`config.mk`:
```
export PLATFORM = sky130hd
export DESIGN_NAME = multicycle_control
export DESIGN_NICKNAME = d
export VERILOG_FILES = /design/src/rtl/multicycle_control.sv
export SDC_FILE = /design/constraint.sdc
export NUM_CORES = 1
export LEC_CHECK = 0
export ABC_CLOCK_PERIOD_IN_PS = 1740
export BUFFER_PORTS_ARGS = -buffer_cell sky130_fd_sc_hd__buf_2
export CORE_AREA = 3 3 40 42
export DETAILED_ROUTE_END_ITERATION = 8
export DIE_AREA = 0 0 43 45
export HOLD_SLACK_MARGIN = 0.1
export PLACE_DENSITY = 0.67
export SLEW_MARGIN = 15
export SYNTH_ARGS = -nofsm -noshare
export SYNTH_HDL_FRONTEND = slang
export SYNTH_SLANG_ARGS = --single-unit
```
`constraint.sdc`:
```
create_clock -name clk -period 1.74 [get_ports clk]
set_input_delay 0.087 -clock clk [delete_from_list [all_inputs] [get_ports clk]]
set_output_delay 0.087 -clock clk [all_outputs]
set_load 0.02 [all_outputs]
```
`src/rtl/multicycle_control.sv`:
```
// ---------------------------------------------------------------------------
// multicycle_control
// Moore control FSM for a classic multicycle MIPS-style datapath. Each
// instruction walks FETCH -> DECODE -> class-specific states -> FETCH.
// FETCH, MEMREAD and MEMWRITE wait on MemReady.
//
// Optional feature: define MULTICYCLE_JUMP_EN to decode OP_J into the JUMP
// state. Without it, OP_J is handled as an illegal opcode and the JUMP state
// does not exist.
//
// Ports
//   clk          clock, rising edge
//   rst          synchronous active-high reset; forces FETCH
//   Opcode[5:0]  instruction bits [31:26]; sampled in DECODE and MEMADR only
//   MemReady     memory access completes this cycle
//   PCWrite, PCWriteCond, IorD, MemRead, MemWrite, MemtoReg, IRWrite,
//   RegWrite, RegDst, ALUSrcA   datapath strobes/selects
//   ALUOp1, ALUOp2  ALU class: 00 add, 01 sub, 10 funct decode
//   ALUSrcB[1:0]    00 reg, 01 const 4, 10 sign-ext imm, 11 shifted imm
//   PCSource[1:0]   00 ALU, 01 ALUOut, 10 jump target
//   IllegalOp       one-cycle flag in DECODE for an undecodable opcode
//   State[3:0]      current state encoding, for debug
// ---------------------------------------------------------------------------
module multicycle_control #(
    parameter logic [5:0] OP_RTYPE = 6'b000000,
    parameter logic [5:0] OP_LW    = 6'b100011,
    parameter logic [5:0] OP_SW    = 6'b101011,
    parameter logic [5:0] OP_BEQ   = 6'b000100,
    parameter logic [5:0] OP_J     = 6'b000010
) (
    input  logic       clk,
    input  logic       rst,
    input  logic [5:0] Opcode,
    input  logic       MemReady,
    output logic       PCWrite,
    output logic       PCWriteCond,
    output logic       IorD,
    output logic       MemRead,
    output logic       MemWrite,
    output logic       MemtoReg,
    output logic       IRWrite,
    output logic       RegWrite,
    output logic       RegDst,
    output logic       ALUSrcA,
    output logic       ALUOp1,
    output logic       ALUOp2,
    output logic [1:0] ALUSrcB,
    output logic [1:0] PCSource,
    output logic       IllegalOp,
    output logic [3:0] State
);

    localparam int unsigned STATE_W = 4;

`ifdef MULTICYCLE_JUMP_EN
    localparam bit JUMP_EN = 1'b1;
`else
    localparam bit JUMP_EN = 1'b0;
`endif

    typedef enum logic [STATE_W-1:0] {
        S_FETCH    = 4'd0,
        S_DECODE   = 4'd1,
        S_MEMADR   = 4'd2,
        S_MEMREAD  = 4'd3,
        S_MEMWB    = 4'd4,
        S_MEMWRITE = 4'd5,
        S_EXECUTE  = 4'd6,
        S_ALUWB    = 4'd7,
        S_BRANCH   = 4'd8
`ifdef MULTICYCLE_JUMP_EN
        ,
        S_JUMP     = 4'd9
`endif
    } state_e;

    state_e state_q;
    state_e state_d;
    state_e cur_state;

    logic is_rtype;
    logic is_lw;
    logic is_sw;
    logic is_beq;
    logic is_j;
    logic op_legal;

    // Opcode class decode
    always_comb begin
        is_rtype = (Opcode == OP_RTYPE);
        is_lw    = (Opcode == OP_LW);
        is_sw    = (Opcode == OP_SW);
        is_beq   = (Opcode == OP_BEQ);
        is_j     = (Opcode == OP_J);
        op_legal = is_rtype | is_lw | is_sw | is_beq | (JUMP_EN & is_j);
    end

    // State register
    always_ff @(posedge clk) begin
        if (rst) begin
            state_q <= S_FETCH;
        end else begin
            state_q <= state_d;
        end
    end

    // Next-state logic
    always_comb begin
        state_d = state_q;
        case (state_q)
            S_FETCH: begin
                if (MemReady) state_d = S_DECODE;
            end
            S_DECODE: begin
                if (is_lw || is_sw)   state_d = S_MEMADR;
                else if (is_rtype)    state_d = S_EXECUTE;
                else if (is_beq)      state_d = S_BRANCH;
`ifdef MULTICYCLE_JUMP_EN
                else if (is_j)        state_d = S_JUMP;
`endif
                else                  state_d = S_FETCH;
            end
            S_MEMADR: begin
                // An opcode that is neither lw nor sw here abandons the access
                if (is_lw)            state_d = S_MEMREAD;
                else if (is_sw)       state_d = S_MEMWRITE;
                else                  state_d = S_FETCH;
            end
            S_MEMREAD: begin
                if (MemReady) state_d = S_MEMWB;
            end
            S_MEMWB:    state_d = S_FETCH;
            S_MEMWRITE: begin
                if (MemReady) state_d = S_FETCH;
            end
            S_EXECUTE:  state_d = S_ALUWB;
            S_ALUWB:    state_d = S_FETCH;
            S_BRANCH:   state_d = S_FETCH;
`ifdef MULTICYCLE_JUMP_EN
            S_JUMP:     state_d = S_FETCH;
`endif
            default:    state_d = S_FETCH;
        endcase
    end

    // While rst is high the outputs already show FETCH, so an abandoned
    // instruction never issues a write in the reset cycle.
    always_comb begin
        cur_state = rst ? S_FETCH : state_q;
    end

    // Moore output decode
    always_comb begin
        PCWrite     = 1'b0;
        PCWriteCond = 1'b0;
        IorD        = 1'b0;
        MemRead     = 1'b0;
        MemWrite    = 1'b0;
        MemtoReg    = 1'b0;
        IRWrite     = 1'b0;
        RegWrite    = 1'b0;
        RegDst      = 1'b0;
        ALUSrcA     = 1'b0;
        ALUOp1      = 1'b0;
        ALUOp2      = 1'b0;
        ALUSrcB     = 2'b00;
        PCSource    = 2'b00;
        IllegalOp   = 1'b0;
        State       = 4'(cur_state);
        case (cur_state)
            S_FETCH: begin
                MemRead = 1'b1;
                ALUSrcB = 2'b01;
                IRWrite = MemReady;
                PCWrite = MemReady;
            end
            S_DECODE: begin
                ALUSrcB   = 2'b11;
                IllegalOp = ~op_legal;
            end
            S_MEMADR: begin
                ALUSrcA = 1'b1;
                ALUSrcB = 2'b10;
            end
            S_MEMREAD: begin
                MemRead = 1'b1;
                IorD    = 1'b1;
            end
            S_MEMWB: begin
                RegWrite = 1'b1;
                MemtoReg = 1'b1;
            end
            S_MEMWRITE: begin
                MemWrite = 1'b1;
                IorD     = 1'b1;
            end
            S_EXECUTE: begin
                ALUSrcA = 1'b1;
                ALUOp1  = 1'b1;
            end
            S_ALUWB: begin
                RegWrite = 1'b1;
                RegDst   = 1'b1;
            end
            S_BRANCH: begin
                ALUSrcA     = 1'b1;
                ALUOp2      = 1'b1;
                PCWriteCond = 1'b1;
                PCSource    = 2'b01;
            end
`ifdef MULTICYCLE_JUMP_EN
            S_JUMP: begin
                PCWrite  = 1'b1;
                PCSource = 2'b10;
            end
`endif
            default: begin
            end
        endcase
    end

endmodule
```
==> metrics.md <==
| Metric | Value |
|---|---|
| Placeable Area | `0.001285 sq mm` |
| Element type at the critical path end | `output pin` |
| Pre-antenna DRT Iters | `4` |
| Sum of negative setup slack | `0 ns` |
| Boundary Pins | `30` |
| GRT Residual Overflow | `0` |
| Total length of routed wires | `1203 microns` |
| Vias in the first global route | `442` |
| Number of cells on the worst reg-to-reg path | `4` |
| Iteration-0 DRC Markers | `12` |
| Power per standard cell area | `430.0 mW/mm^2` |
| Critical Path Source | `state_q[1]$_SDFFE_PP0P_` |
| Power, Total | `270.6 uW` |
| Half-perimeter wire length after detailed placement | `1011 microns` |
| Initial antenna violation count | `0` |
| Largest Register | `state_q` |
| GPL Wtd Cong | `0.7882` |
| GRT Overall Usage | `0.1257` |
| Required time of the worst setup path | `1.65 ns` |
| Metal1 wirelength | `519 microns` |
| Largest net degree at the start of global routing | `12` |
| Crit path DAT | `1.57 ns` |
| Per-cell routed wire length | `10.74 microns` |
| Layout Cells excl Fill | `112` |
| Share of synthesized registers carrying an async set or reset | `0` |
| Post-route DRC violation count | `0` |
| Switching Share | `0.2784` |
| Cell with the largest stage delay on the worst path | `sky130_fd_sc_hd__or4b_4` |
| Worst hold slack | `0.1321 ns` |
| Number of instances in the synthesized netlist | `71` |
| Post-CTS clock slew at the launch and capture registers of the worst setup and hold paths | `0.04 ns` |
| Run status | `completed` |
| Largest vdd supply drop | `266.2 uV` |
| Terminus of the critical flop-to-flop path | `state_q[1]$_SDFFE_PP0P_` |
| Number of synthesized register bits | `4` |
| Fraction of power consumed by sequential logic | `0.363` |
| Proportion of layout cells with a drive suffix above 1 | `0.4330` |
| Post-CTS Setup Repair Bufs | `0` |
| End of the critical path | `ALUOp1` |
| WL met3 | `70 microns` |
| Uppermost routed layer | `met4` |
| Nets in the synthesized netlist | `80` |
| Yosys cell types | `30` |
| Prevailing post-synth register cell | `sky130_fd_sc_hd__dfxtp_1` |
| Post-cts repair resize count | `1` |
| TritonCTS clock tree | `yes` |
| Share of total power in the clock network | `0.414` |
| Detailed-route vias per instance | `4.929` |
| Share of the yosys chip area belonging to registers | `0.1671` |
| Number of flip-flops in the largest register | `4` |
| Highest achievable clock rate | `604.1 MHz` |
| Cell area after technology mapping | `479.2 sq um` |
| Nature of the critical path startpoint | `flip-flop` |
| CP Class | `flip-flop to output pin` |
| Post-Syn Area per Cell | `6.749 sq um` |
| Path class of the lowest-slack min-delay path | `primary input to flip-flop` |
| EDFF count, synth | `0` |
| Largest fanout of any net on the critical path | `11` |
| Number of maximum-capacitance violations | `0` |
| Full die area | `0.001935 sq mm` |
| Final period util | `0.9513` |
| Max Buffers Root-to-Sink | `2` |
| Register-to-register path setup slack | `0.35 ns` |
| Internal power | `195.3 uW` |
| Slowest Stage Delay on Critical Path | `0.55 ns` |
| Worst flop-to-flop path startpoint | `state_q[1]$_SDFFE_PP0P_` |
| Final setup skew | `0.003157 ns` |
| Count of pins over their slew limit | `0` |
| Area overhead of the layout relative to synthesis | `31.33%` |
| Initial Utilization | `0.3729` |
| Launch point of the worst hold path | `Opcode[2]` |
| CTS H-tree depth | `1` |
| Top flop regs | `state_q (4)` |
| Static leakage | `0.3173 nW` |
| Number of setup violations in the final report | `0` |
| Post-detailed-route count of antenna-violating nets | `0` |
| Combinational group share of total power | `0.223` |
| Global-route wire length before repair | `1773 microns` |
| Unrepaired setup endpoints after global routing | `no` |
| Placed Cells incl. Taps | `109` |
| Clock latency at the later pin of the worst-skew pair | `0.23 ns` |
| Number of hold buffers added after cts | `0` |
| CTS root buf | `sky130_fd_sc_hd__clkbuf_4` |
| Final count of hold timing violations | `0` |
| Antenna Cells | `0` |
| Clk sink count | `4` |
| Total vias in the final route | `552` |
| Clock period minus worst slack | `1.655 ns` |
| Switching power total | `75.35 uW` |
| Clock buffers created by TritonCTS | `3` |
| Yosys warning count | `0` |
| Routed wl met2 | `590 microns` |
| Number of port buffers | `28` |
| Net count, final | `108` |
| Standard-cell rows | `13` |
| Crit-path cells | `or4b_4 > nor2_4 > buf_2` |
| Total of fill cells in the finished design | `141` |
| Die span in y | `45 microns` |
| Die outline width | `43 microns` |
per-stage QoR:
step / instance area [sq um] / utilization / setup WS [ns]
floorplan: 484.2 / - / 0.09045
global placement: 603.1 / 0.4693 / 0.2985
detailed placement: 603.1 / 0.4693 / 0.2514
CTS: 626.9 / 0.4878 / 0.07317
global route: 629.4 / 0.4898 / 0.003856
finish: 629.4 / 0.4898 / 0.08471
power groups by stage:
| stage | clock [mW] | combinational [mW] | sequential [mW] |
|---|---|---|---|
| 4_1_cts | 0.119 | 0.0601 | 0.0981 |
| 2_1_floorplan | 0 | 0.0422 | 0.0959 |
| 6_report | 0.112 | 0.0604 | 0.0983 |
| 3_3_place_gp | 0 | 0.0590 | 0.0991 |
| 3_5_place_dp | 0 | 0.0598 | 0.0992 |
| 5_1_grt | 0.125 | 0.0663 | 0.0987 |
cell usage in the layout, fill, tap and decap left out, types with 3 or more instances in the layout:
| cell type | count |
|---|---|
| sky130_fd_sc_hd__buf_2 | 28 |
| sky130_fd_sc_hd__nor2_1 | 9 |
| sky130_fd_sc_hd__nand2_1 | 7 |
| sky130_fd_sc_hd__nor3_1 | 7 |
| sky130_fd_sc_hd__inv_1 | 4 |
| sky130_fd_sc_hd__nor2b_1 | 3 |
| sky130_fd_sc_hd__and3_1 | 3 |
| sky130_fd_sc_hd__clkbuf_4 | 3 |
| sky130_fd_sc_hd__buf_4 | 3 |
| sky130_fd_sc_hd__dfxtp_1 | 3 |
critical path, delay by kind of cell (launching register included):
| family | cells | cell delay, ns |
|---|---|---|
| flops | 1 | 0.52 |
| buf+inv | 1 | 0.16 |
| simple gates | 2 | 0.65 |
worst min path at each step:
stage                                   end  slack (ns)  cells past startpoint
floorplan           state_q[3]$_SDFFE_PP0P_        0.23                      1
global route        state_q[3]$_SDFFE_PP0P_        0.13                      2
finish              state_q[3]$_SDFFE_PP0P_        0.13                      2
CTS                 state_q[3]$_SDFFE_PP0P_        0.12                      2
detailed placement  state_q[3]$_SDFFE_PP0P_        0.36                      2
global placement    state_q[3]$_SDFFE_PP0P_        0.37                      2
synth_stat cells (2+ instances only):
library cell | count | area (sq um)
sky130_fd_sc_hd__nor2b_1 | 4 | 25.02
sky130_fd_sc_hd__o21ai_0 | 2 | 10.01
sky130_fd_sc_hd__nor2_1 | 9 | 33.78
sky130_fd_sc_hd__o31ai_1 | 2 | 15.01
sky130_fd_sc_hd__dfxtp_1 | 4 | 80.08
sky130_fd_sc_hd__nand3_1 | 2 | 10.01
sky130_fd_sc_hd__xnor2_1 | 2 | 17.52
sky130_fd_sc_hd__buf_4 | 4 | 30.03
sky130_fd_sc_hd__buf_6 | 2 | 22.52
sky130_fd_sc_hd__buf_2 | 2 | 10.01
sky130_fd_sc_hd__nor3_1 | 8 | 40.04
sky130_fd_sc_hd__and3_1 | 3 | 18.77
sky130_fd_sc_hd__nand2_1 | 7 | 26.28
sky130_fd_sc_hd__inv_1 | 4 | 15.01
metal layers:
layer,up-vias,track usage
met5,-,0
met2,19,0.2036
li1,292,-
met1,239,0.1494
met3,2,0
met4,0,0.1265
kinds of logic (layout without fill, tap and decap cells):
| group | count (synthesis) | after routing | synth area share |
|---|---|---|---|
| buf+inv | 13 | 39 | 0.1697 |
| simple gates | 42 | 42 | 0.4883 |
| xor+xnor | 2 | 2 | 0.03656 |
| compound gates | 8 | 8 | 0.1097 |
| flops | 4 | 4 | 0.1671 |
| other cells | 1 | 1 | 0.007825 |
| mux | 1 | 1 | 0.02089 |
layout make-up:
class | instances | area, sq um | area share
Multi-Input combinational cell | 54 | 325.3 | 0.5169
Clock buffer | 3 | 22.52 | 0.03579
Inverter | 5 | 18.77 | 0.02982
Tap cell | 15 | 18.77 | 0.02982
Sequential cell | 4 | 81.33 | 0.1292
Timing Repair Buffer | 31 | 162.7 | 0.2584
Power figures use the tool's default switching activity.
